`src/rtl/qnigma_math_chacha20_core.sv`:
```
// ChaCha20 block core: one shared multi-cycle quarter-round unit runs 8*DR quarter
// rounds over the working state, then feed-forward sums are streamed out word by word.

module qnigma_math_chacha20_qr (
    input  logic        clk,
    input  logic        rst,
    input  logic        run,
    input  logic [31:0] a_i,
    input  logic [31:0] b_i,
    input  logic [31:0] c_i,
    input  logic [31:0] d_i,
    output logic [31:0] a_o,
    output logic [31:0] b_o,
    output logic [31:0] c_o,
    output logic [31:0] d_o,
    input  logic [31:0] add_a,
    input  logic [31:0] add_b,
    output logic [31:0] q
);
    logic [2:0] step;

    function automatic logic [31:0] rotl(input logic [31:0] x, input int n);
        return (x << n) | (x >> (32 - n));
    endfunction

    // Eight micro-steps: each add and each xor-rotate of the quarter round gets its own cycle.
    always_ff @(posedge clk) begin
        if (rst) begin
            a_o  <= a_i;
            b_o  <= b_i;
            c_o  <= c_i;
            d_o  <= d_i;
            step <= 3'd0;
        end else if (run) begin
            case (step)
                3'd0: a_o <= a_o + b_o;
                3'd1: d_o <= rotl(d_o ^ a_o, 16);
                3'd2: c_o <= c_o + d_o;
                3'd3: b_o <= rotl(b_o ^ c_o, 12);
                3'd4: a_o <= a_o + b_o;
                3'd5: d_o <= rotl(d_o ^ a_o, 8);
                3'd6: c_o <= c_o + d_o;
                default: b_o <= rotl(b_o ^ c_o, 7);
            endcase
            step <= step + 3'd1;
        end
    end

    assign q = add_a + add_b;
endmodule

module qnigma_math_chacha20_core #(
    parameter int DR = 10
) (
    input  logic         clk,
    input  logic         rst,
    input  logic         start,
    input  logic [255:0] key,
    input  logic [95:0]  nonce,
    input  logic [31:0]  counter,
    output logic         busy,
    output logic         done,
    output logic         ks_val,
    input  logic         ks_rdy,
    output logic [31:0]  ks_dat,
    output logic [3:0]   ks_idx,
    output logic         ks_last
);
    localparam int NQ = 8 * DR;
    localparam int QW = $clog2(NQ);
    localparam logic [QW-1:0] QI_LAST = QW'(NQ - 1);

    typedef enum logic [2:0] {S_IDLE, S_QLD, S_QRUN, S_QWB, S_FSUM, S_OUT} state_t;
    state_t state, state_nx;

    logic [31:0]   work [16];
    logic [31:0]   init [16];
    logic [31:0]   iv   [16];
    logic [QW-1:0] qi;
    logic [2:0]    run_cnt;
    logic [2:0]    sel;
    logic [1:0]    j;
    logic [3:0]    ia, ib, ic, id;
    logic [3:0]    add_idx;
    logic          qr_rst, qr_run;
    logic [31:0]   qa, qb, qc, qd, add_q;

    always_comb begin
        for (int i = 0; i < 16; i++) iv[i] = 32'd0;
        iv[0] = 32'h61707865;
        iv[1] = 32'h3320646e;
        iv[2] = 32'h79622d32;
        iv[3] = 32'h6b206574;
        for (int i = 0; i < 8; i++) iv[4+i] = key[32*i +: 32];
        iv[12] = counter;
        for (int i = 0; i < 3; i++) iv[13+i] = nonce[32*i +: 32];
    end

    // Columns keep the lane fixed; diagonals rotate lanes b/c/d by 1/2/3 within each row.
    assign sel = qi[2:0];
    assign j   = sel[1:0];
    always_comb begin
        ia = {2'b00, j};
        ib = {2'b01, j};
        ic = {2'b10, j};
        id = {2'b11, j};
        if (sel[2]) begin
            ib = {2'b01, j + 2'd1};
            ic = {2'b10, j + 2'd2};
            id = {2'b11, j + 2'd3};
        end
    end

    assign add_idx = (state == S_FSUM) ? 4'd0 : ks_idx + 4'd1;

    qnigma_math_chacha20_qr u_qr (
        .clk   (clk),
        .rst   (qr_rst),
        .run   (qr_run),
        .a_i   (work[ia]),
        .b_i   (work[ib]),
        .c_i   (work[ic]),
        .d_i   (work[id]),
        .a_o   (qa),
        .b_o   (qb),
        .c_o   (qc),
        .d_o   (qd),
        .add_a (work[add_idx]),
        .add_b (init[add_idx]),
        .q     (add_q)
    );

    always_comb begin
        state_nx = state;
        qr_rst   = 1'b0;
        qr_run   = 1'b0;
        case (state)
            S_IDLE: if (start) state_nx = S_QLD;
            S_QLD: begin
                qr_rst   = 1'b1;
                state_nx = S_QRUN;
            end
            S_QRUN: begin
                qr_run = 1'b1;
                if (run_cnt == 3'd7) state_nx = S_QWB;
            end
            S_QWB:  state_nx = (qi == QI_LAST) ? S_FSUM : S_QLD;
            S_FSUM: state_nx = S_OUT;
            S_OUT:  if (ks_rdy && ks_idx == 4'd15) state_nx = S_IDLE;
            default: state_nx = S_IDLE;
        endcase
    end

    always_ff @(posedge clk) begin
        if (rst) state <= S_IDLE;
        else     state <= state_nx;
    end

    always_ff @(posedge clk) begin
        if (rst) begin
            qi      <= '0;
            run_cnt <= 3'd0;
            ks_val  <= 1'b0;
            ks_dat  <= 32'd0;
            ks_idx  <= 4'd0;
            done    <= 1'b0;
        end else begin
            done <= 1'b0;
            case (state)
                S_IDLE: qi <= '0;
                S_QLD:  run_cnt <= 3'd0;
                S_QRUN: run_cnt <= run_cnt + 3'd1;
                S_QWB:  qi <= (qi == QI_LAST) ? '0 : qi + 1'b1;
                S_FSUM: begin
                    ks_dat <= add_q;
                    ks_idx <= 4'd0;
                    ks_val <= 1'b1;
                end
                S_OUT: begin
                    if (ks_rdy) begin
                        if (ks_idx == 4'd15) begin
                            ks_val <= 1'b0;
                            done   <= 1'b1;
                        end else begin
                            ks_dat <= add_q;
                            ks_idx <= ks_idx + 4'd1;
                        end
                    end
                end
                default: ;
            endcase
        end
    end

    // State words carry no reset; they are reloaded in full on every accepted start.
    always_ff @(posedge clk) begin
        if (!rst && state == S_IDLE && start) begin
            for (int i = 0; i < 16; i++) begin
                work[i] <= iv[i];
                init[i] <= iv[i];
            end
        end else if (state == S_QWB) begin
            work[ia] <= qa;
            work[ib] <= qb;
            work[ic] <= qc;
            work[id] <= qd;
        end
    end

    assign busy    = (state != S_IDLE);
    assign ks_last = ks_val && (ks_idx == 4'd15);
endmodule

```
`config.mk`:
```
export PLATFORM = sky130hd
export DESIGN_NAME = qnigma_math_chacha20_core
export DESIGN_NICKNAME = d
export VERILOG_FILES = /design/src/rtl/qnigma_math_chacha20_core.sv
export SDC_FILE = /design/constraint.sdc
export NUM_CORES = 2
export LEC_CHECK = 0
export ABC_AREA = 1
export BUFFER_PORTS_ARGS = -buffer_cell sky130_fd_sc_hd__buf_4
export CORE_ASPECT_RATIO = 1.2
export CORE_MARGIN = 1.5
export CORE_UTILIZATION = 34
export CTS_BUF_LIST = sky130_fd_sc_hd__clkbuf_8 sky130_fd_sc_hd__clkbuf_16
export DETAILED_ROUTE_END_ITERATION = 6
export PLACE_DENSITY = 0.51
export SYNTH_ARGS = -nofsm -noshare
export SYNTH_HDL_FRONTEND = slang
export SYNTH_SLANG_ARGS = --single-unit
```
`constraint.sdc`:
```
create_clock -name clk -period 23.5 [get_ports clk]
set_clock_uncertainty 0.05 [all_clocks]
set_input_delay 4.7 -clock clk [delete_from_list [all_inputs] [get_ports clk]]
set_output_delay 4.7 -clock clk [all_outputs]
set_load 0.02 [all_outputs]
```
* Word level (Yosys, flattened, before mapping)
Memory sizes are Yosys's and may differ from the RTL's. A register that Yosys moved wholly into a read port is not among the register bits. Index checks and enable logic that the tools add are counted.
Cells by class: $add $sub $neg 10, order comparisons 0, multiply operators 0, reductions and logical operators 30, bitwise gates (word level) 8, divide/modulo/power cells 0, multiplexer cells 55, equality and inequality tests 21, shift operators 0
Operator list (count):
- $mux 32 | 16
- $pmux 32 s2 | 3
- $reduce_or 32->1 | 4
- $add 32x32->32 | 3
- $xor 32x32->32 | 2
- $mux 4 | 9
- $or 32x12->32 | 1
- $or 32x16->32 | 1
- $or 32x7->32 | 1
- $or 32x8->32 | 1
- $eq 3x3->1 const B | 6
- $pmux 3 s6 | 1
- $mux 1 | 14
- $pmux 7 s2 | 1
- $eq 3x2->1 const B | 4
- $mux 3 | 4
- $ne 2x2->1 const B | 6
- $reduce_bool 2->1 | 6
- $reduce_and 3->1 | 3
- $pmux 4 s2 | 1
- $reduce_and 2->1 | 4
- $add 7x1->7 const B | 1
- $eq 7x7->1 const B | 1
- $mux 7 | 1
- 18 further kinds | 30
Storage, ports and cells: RAM bits 1024, word-level logic and storage cells 138, memories kept 2, bits in registers 182, ROM bits 0, latch bits 0, input bits 388, output and inout bits 40
Memories:
- init | words 16, width 32, read ports 1, clocked after Yosys merged registers in 0, write ports 16, line 77 | logic [31:0] init [16];
- work | words 16, width 32, read ports 5, clocked after Yosys merged registers in 1, write ports 16, line 76 | logic [31:0] work [16];

* Depth between registers and ports, before layout
depth after elaboration 7, mapped depth 27, gate-level depth less buffers 25

* Cells and area by module
From an unflattened synthesis, not the netlist that was laid out.
Unflattened totals: cells, all modules 7089, area, all modules 59972.5 um^2
By module, submodules not included:
- qnigma_math_chacha20_core | cells each 5128, area an instance 46717.3 um^2, times used 1, sequential area each 27966.8 um^2
- qnigma_math_chacha20_qr | cells each 1961, area an instance 13255.2 um^2, times used 1, sequential area each 3903.7 um^2

* Worst setup path before layout
Ideal clock, no wire load.
kind input to register, start point in rst, end point mem init[10][0], enable pin, library setup time 0.731 ns, arrival 12.593 ns, stages on the path 4, buffers on the path 1, data required time 22.719 ns, path slack 10.127 ns, path through inv_1 nand3_1 clkbuf_1 inv_1
RTL lines:
- start, declared | line 56 | input logic rst,
- end, declared | line 77

==> metrics.txt <==
commonest non-fill, non-tap cell in the layout=nand2_1; DRT iter0 DRCs=6,539; layout cell share with drive strength beyond 1=12.5%; CTS Buf Count=120; leading area contributor after synthesis=edfxtp_1; Via density=between 5 and 6; WP data required=23,840 ps; CP max stage delay=870 ps; CP Launch Type=input pin; worst hold path type=reg -> reg; Post-CTS Repair Setup Buffers=0; Synth Area in Adders=approximately 2.5%; drt first pass iters=7; Routed Wire Length=about 280,000 um; top cells by area, synth=edfxtp_1 (54%), nand2_1 (11%), o21ai_0 (7.3%); Worst setup EP type=flop; largest family of logic cells by synthesized area=compound AO/OA/AOI/OAI gates; core area=around 160,000 sq um; mapped cell area=roughly 56,000 sq um; syn_area_per_cell=between 9 and 10 sq um; Antenna Nets Post-Route=0; crit-path max FO=between 150 and 200; Final Max Slew Viols=0; Yosys cell types=59; Peak VDD IR=approximately 65 uV; CP top delay family=buffers and inverters; complex-gate fraction of the synthesized area=between 10% and 20%; I/O pins=between 400 and 500; via count=about 51,000; #FFs+latches synth=around 1,100; top cell type's share of synthesized area=a little over half; most frequent CP cell=buf_4; Data arrival, critical path=7910 ps; largest net degree at the start of global routing=around 180; area grow syn2layout=16.5%; clk buf depth=3; Die Y=roughly 450 um; critical path class=in -> reg; gr ovfl total=0; die width=375 um; Slew HR=under 10%; max_cap viols=0; cells after synthesis=6,079; initial antenna violation count=11; CTS tree=done; multiplexer share of the synthesized area=0%; Clock Sinks=between 1,000 and 1,500; Hold WS=422 ps; number of global-route vias before repair=47,681; TNS Setup=0 ps; Net Count, Synth=roughly 6,600; final hold vios=0; Cell Area, Placed=61,700 sq um; most frequent cells in the layout=nand2_1 (1,611), edfxtp_1 (1,024), o21ai_0 (819); Overall Global Routing Usage=roughly a third; dpl hpwl=between 200,000 and 250,000 um; Final GP Congestion=1.01; Critical Path Slowest Stage Cell=buf_4; drt drc=1; starting density of the core=roughly a third; die area=roughly 170,000 sq um; XOR/XNOR share of the synthesized area=under 10%; worst-margin pin slew=1410 ps; final total power=approximately 7.3 mW; Setup WS pre-CTS=approximately 15,000 ps; drt wl/cell=roughly 32 um; design area=around 66,000 sq um; FP Rows=between 150 and 200; clk slew on worst S/H paths=around 60 ps; RSZ-0062 raised after global routing=false; outcome=complete, but fails checks; EDFF count, synth=slightly above 1,000; PostCTS Resize Cnt=0; sequential share of the synthesized area=between 50% and 60%; Final Worst Setup Slack=15,930 ps; port bufs=between 400 and 500; Post-synth ARST share=0%; Root Driver=clkbuf_16; WP buf/inv=6; pwr dens=~110 nW/um^2; Min Clock Period, post-route=roughly 7600 ps; CTS Hold Bufs=0; simple-gate share of the synthesized area=between 10% and 20%; Primary FF master, synth=edfxtp_1; worst skew pair latency=around 800 ps; worst path cell trace=buf_4, inv_1, nand3_1, buf_4, inv_8, buf_12, buf_4; Leakage=~26 nW; Max Freq=between 0.1 and 0.15 GHz; final period utilization=32.2%; Ys Warns=0; nets=a little under 7,000; global-route wire length before repair=378,000 um; failing checks=design-rule violations; # setup viols final=0; H-Tree Depth=3
==> tightest hold or removal path, stage by stage (launching register included) <==
cell and delay (ps):
dfxtp_1 310, nand2_1 60, a21oi_1 50
==> layout make-up <==
type	count	area (sq um)
repair buffers	529	4060
well taps	2145	2680
clock buffers	121	3030
clock inverters	106	990
diodes	9	22.5
fillers	16458	98800
inverters	422	1610
multi-input cells	4221	21500
flip-flops and latches	1080	31900
==> state kept, by name, summed over array words and instances, names as in the netlist, 7 cells and up, named ones only <==
signal / flops
init: 384
u_qr.d_o: 32
u_qr.c_o: 32
work: 512
u_qr.b_o: 32
u_qr.a_o: 32
ks_dat: 32
qi: 7
==> power by group <==
| group | switching, mW | internal, mW |
|---|---|---|
| clock | 0.849 | 1.11 |
| combinational | 1.65 | 0.658 |
| sequential | 0.452 | 2.55 |
| total | 2.95 | 4.32 |
==> synth_stat cells, types with 4 or more instances <==
master	count
a211oi_1	27
a21boi_1	4
a21o_1	21
a21oi_1	475
a221oi_1	25
a22o_1	4
a22oi_1	60
a31oi_1	48
a41oi_1	6
buf_1	15
buf_2	108
buf_4	7
buf_6	11
clkbuf_1	213
dfxtp_1	56
edfxtp_1	1024
ha_1	106
inv_1	411
inv_2	10
nand2_1	1628
nand2_2	4
nand3_1	117
nand3b_1	7
nand4_1	35
nor2_1	360
nor3_1	25
nor4_1	9
o2111ai_1	15
o211ai_1	19
o21a_1	17
o21ai_0	820
o21ai_1	48
o21bai_1	28
o221a_2	31
o221ai_1	101
o22ai_1	25
o2bb2ai_1	4
or2_2	8
xnor2_1	30
xor2_1	85
==> cells by family after synthesis <==
| logic type | after synthesis |
|---|---|
| AOI/OAI and AO/OA | 1791 |
| xor gates and xnor gates | 115 |
| adders and majority gates | 109 |
| buffers and inverters | 778 |
| DFF | 1080 |
| and+or+nand+nor | 2206 |
==> path summary, 6_finish.rpt <==
| path | start | to | slack [ps] | cells after the start |
|---|---|---|---|---|
| hold reg to reg | run_cnt[1] | run_cnt[1] | 420 | 2 |
| setup reg to reg | ks_idx[0] | ks_dat[30] | 16720 | 21 |
| hold / removal | run_cnt[1] | run_cnt[1] | 420 | 2 |
| setup / recovery | rst | init[10][30] | 15930 | 7 |
==> metal layers <==
layer	routed length, um	global-route usage [%]	part of all wire (%)	up-vias
met5	82	0	0.030	-
met4	17700	18.6	6.4	12
met3	24900	6.05	9.0	544
met2	128000	51.1	46	2907
met1	107000	40.1	39	25092
li1	-	-	-	22026
==> stage by stage <==
step,util (%),cells
4_1_cts,40.0,8624
6_report,40.0,8633
2_1_floorplan,-,6079
3_3_place_gp,37.5,8397
5_1_grt,40.0,8624
3_5_place_dp,37.5,8397
Note: power is estimated with default switching activity, not from simulation.
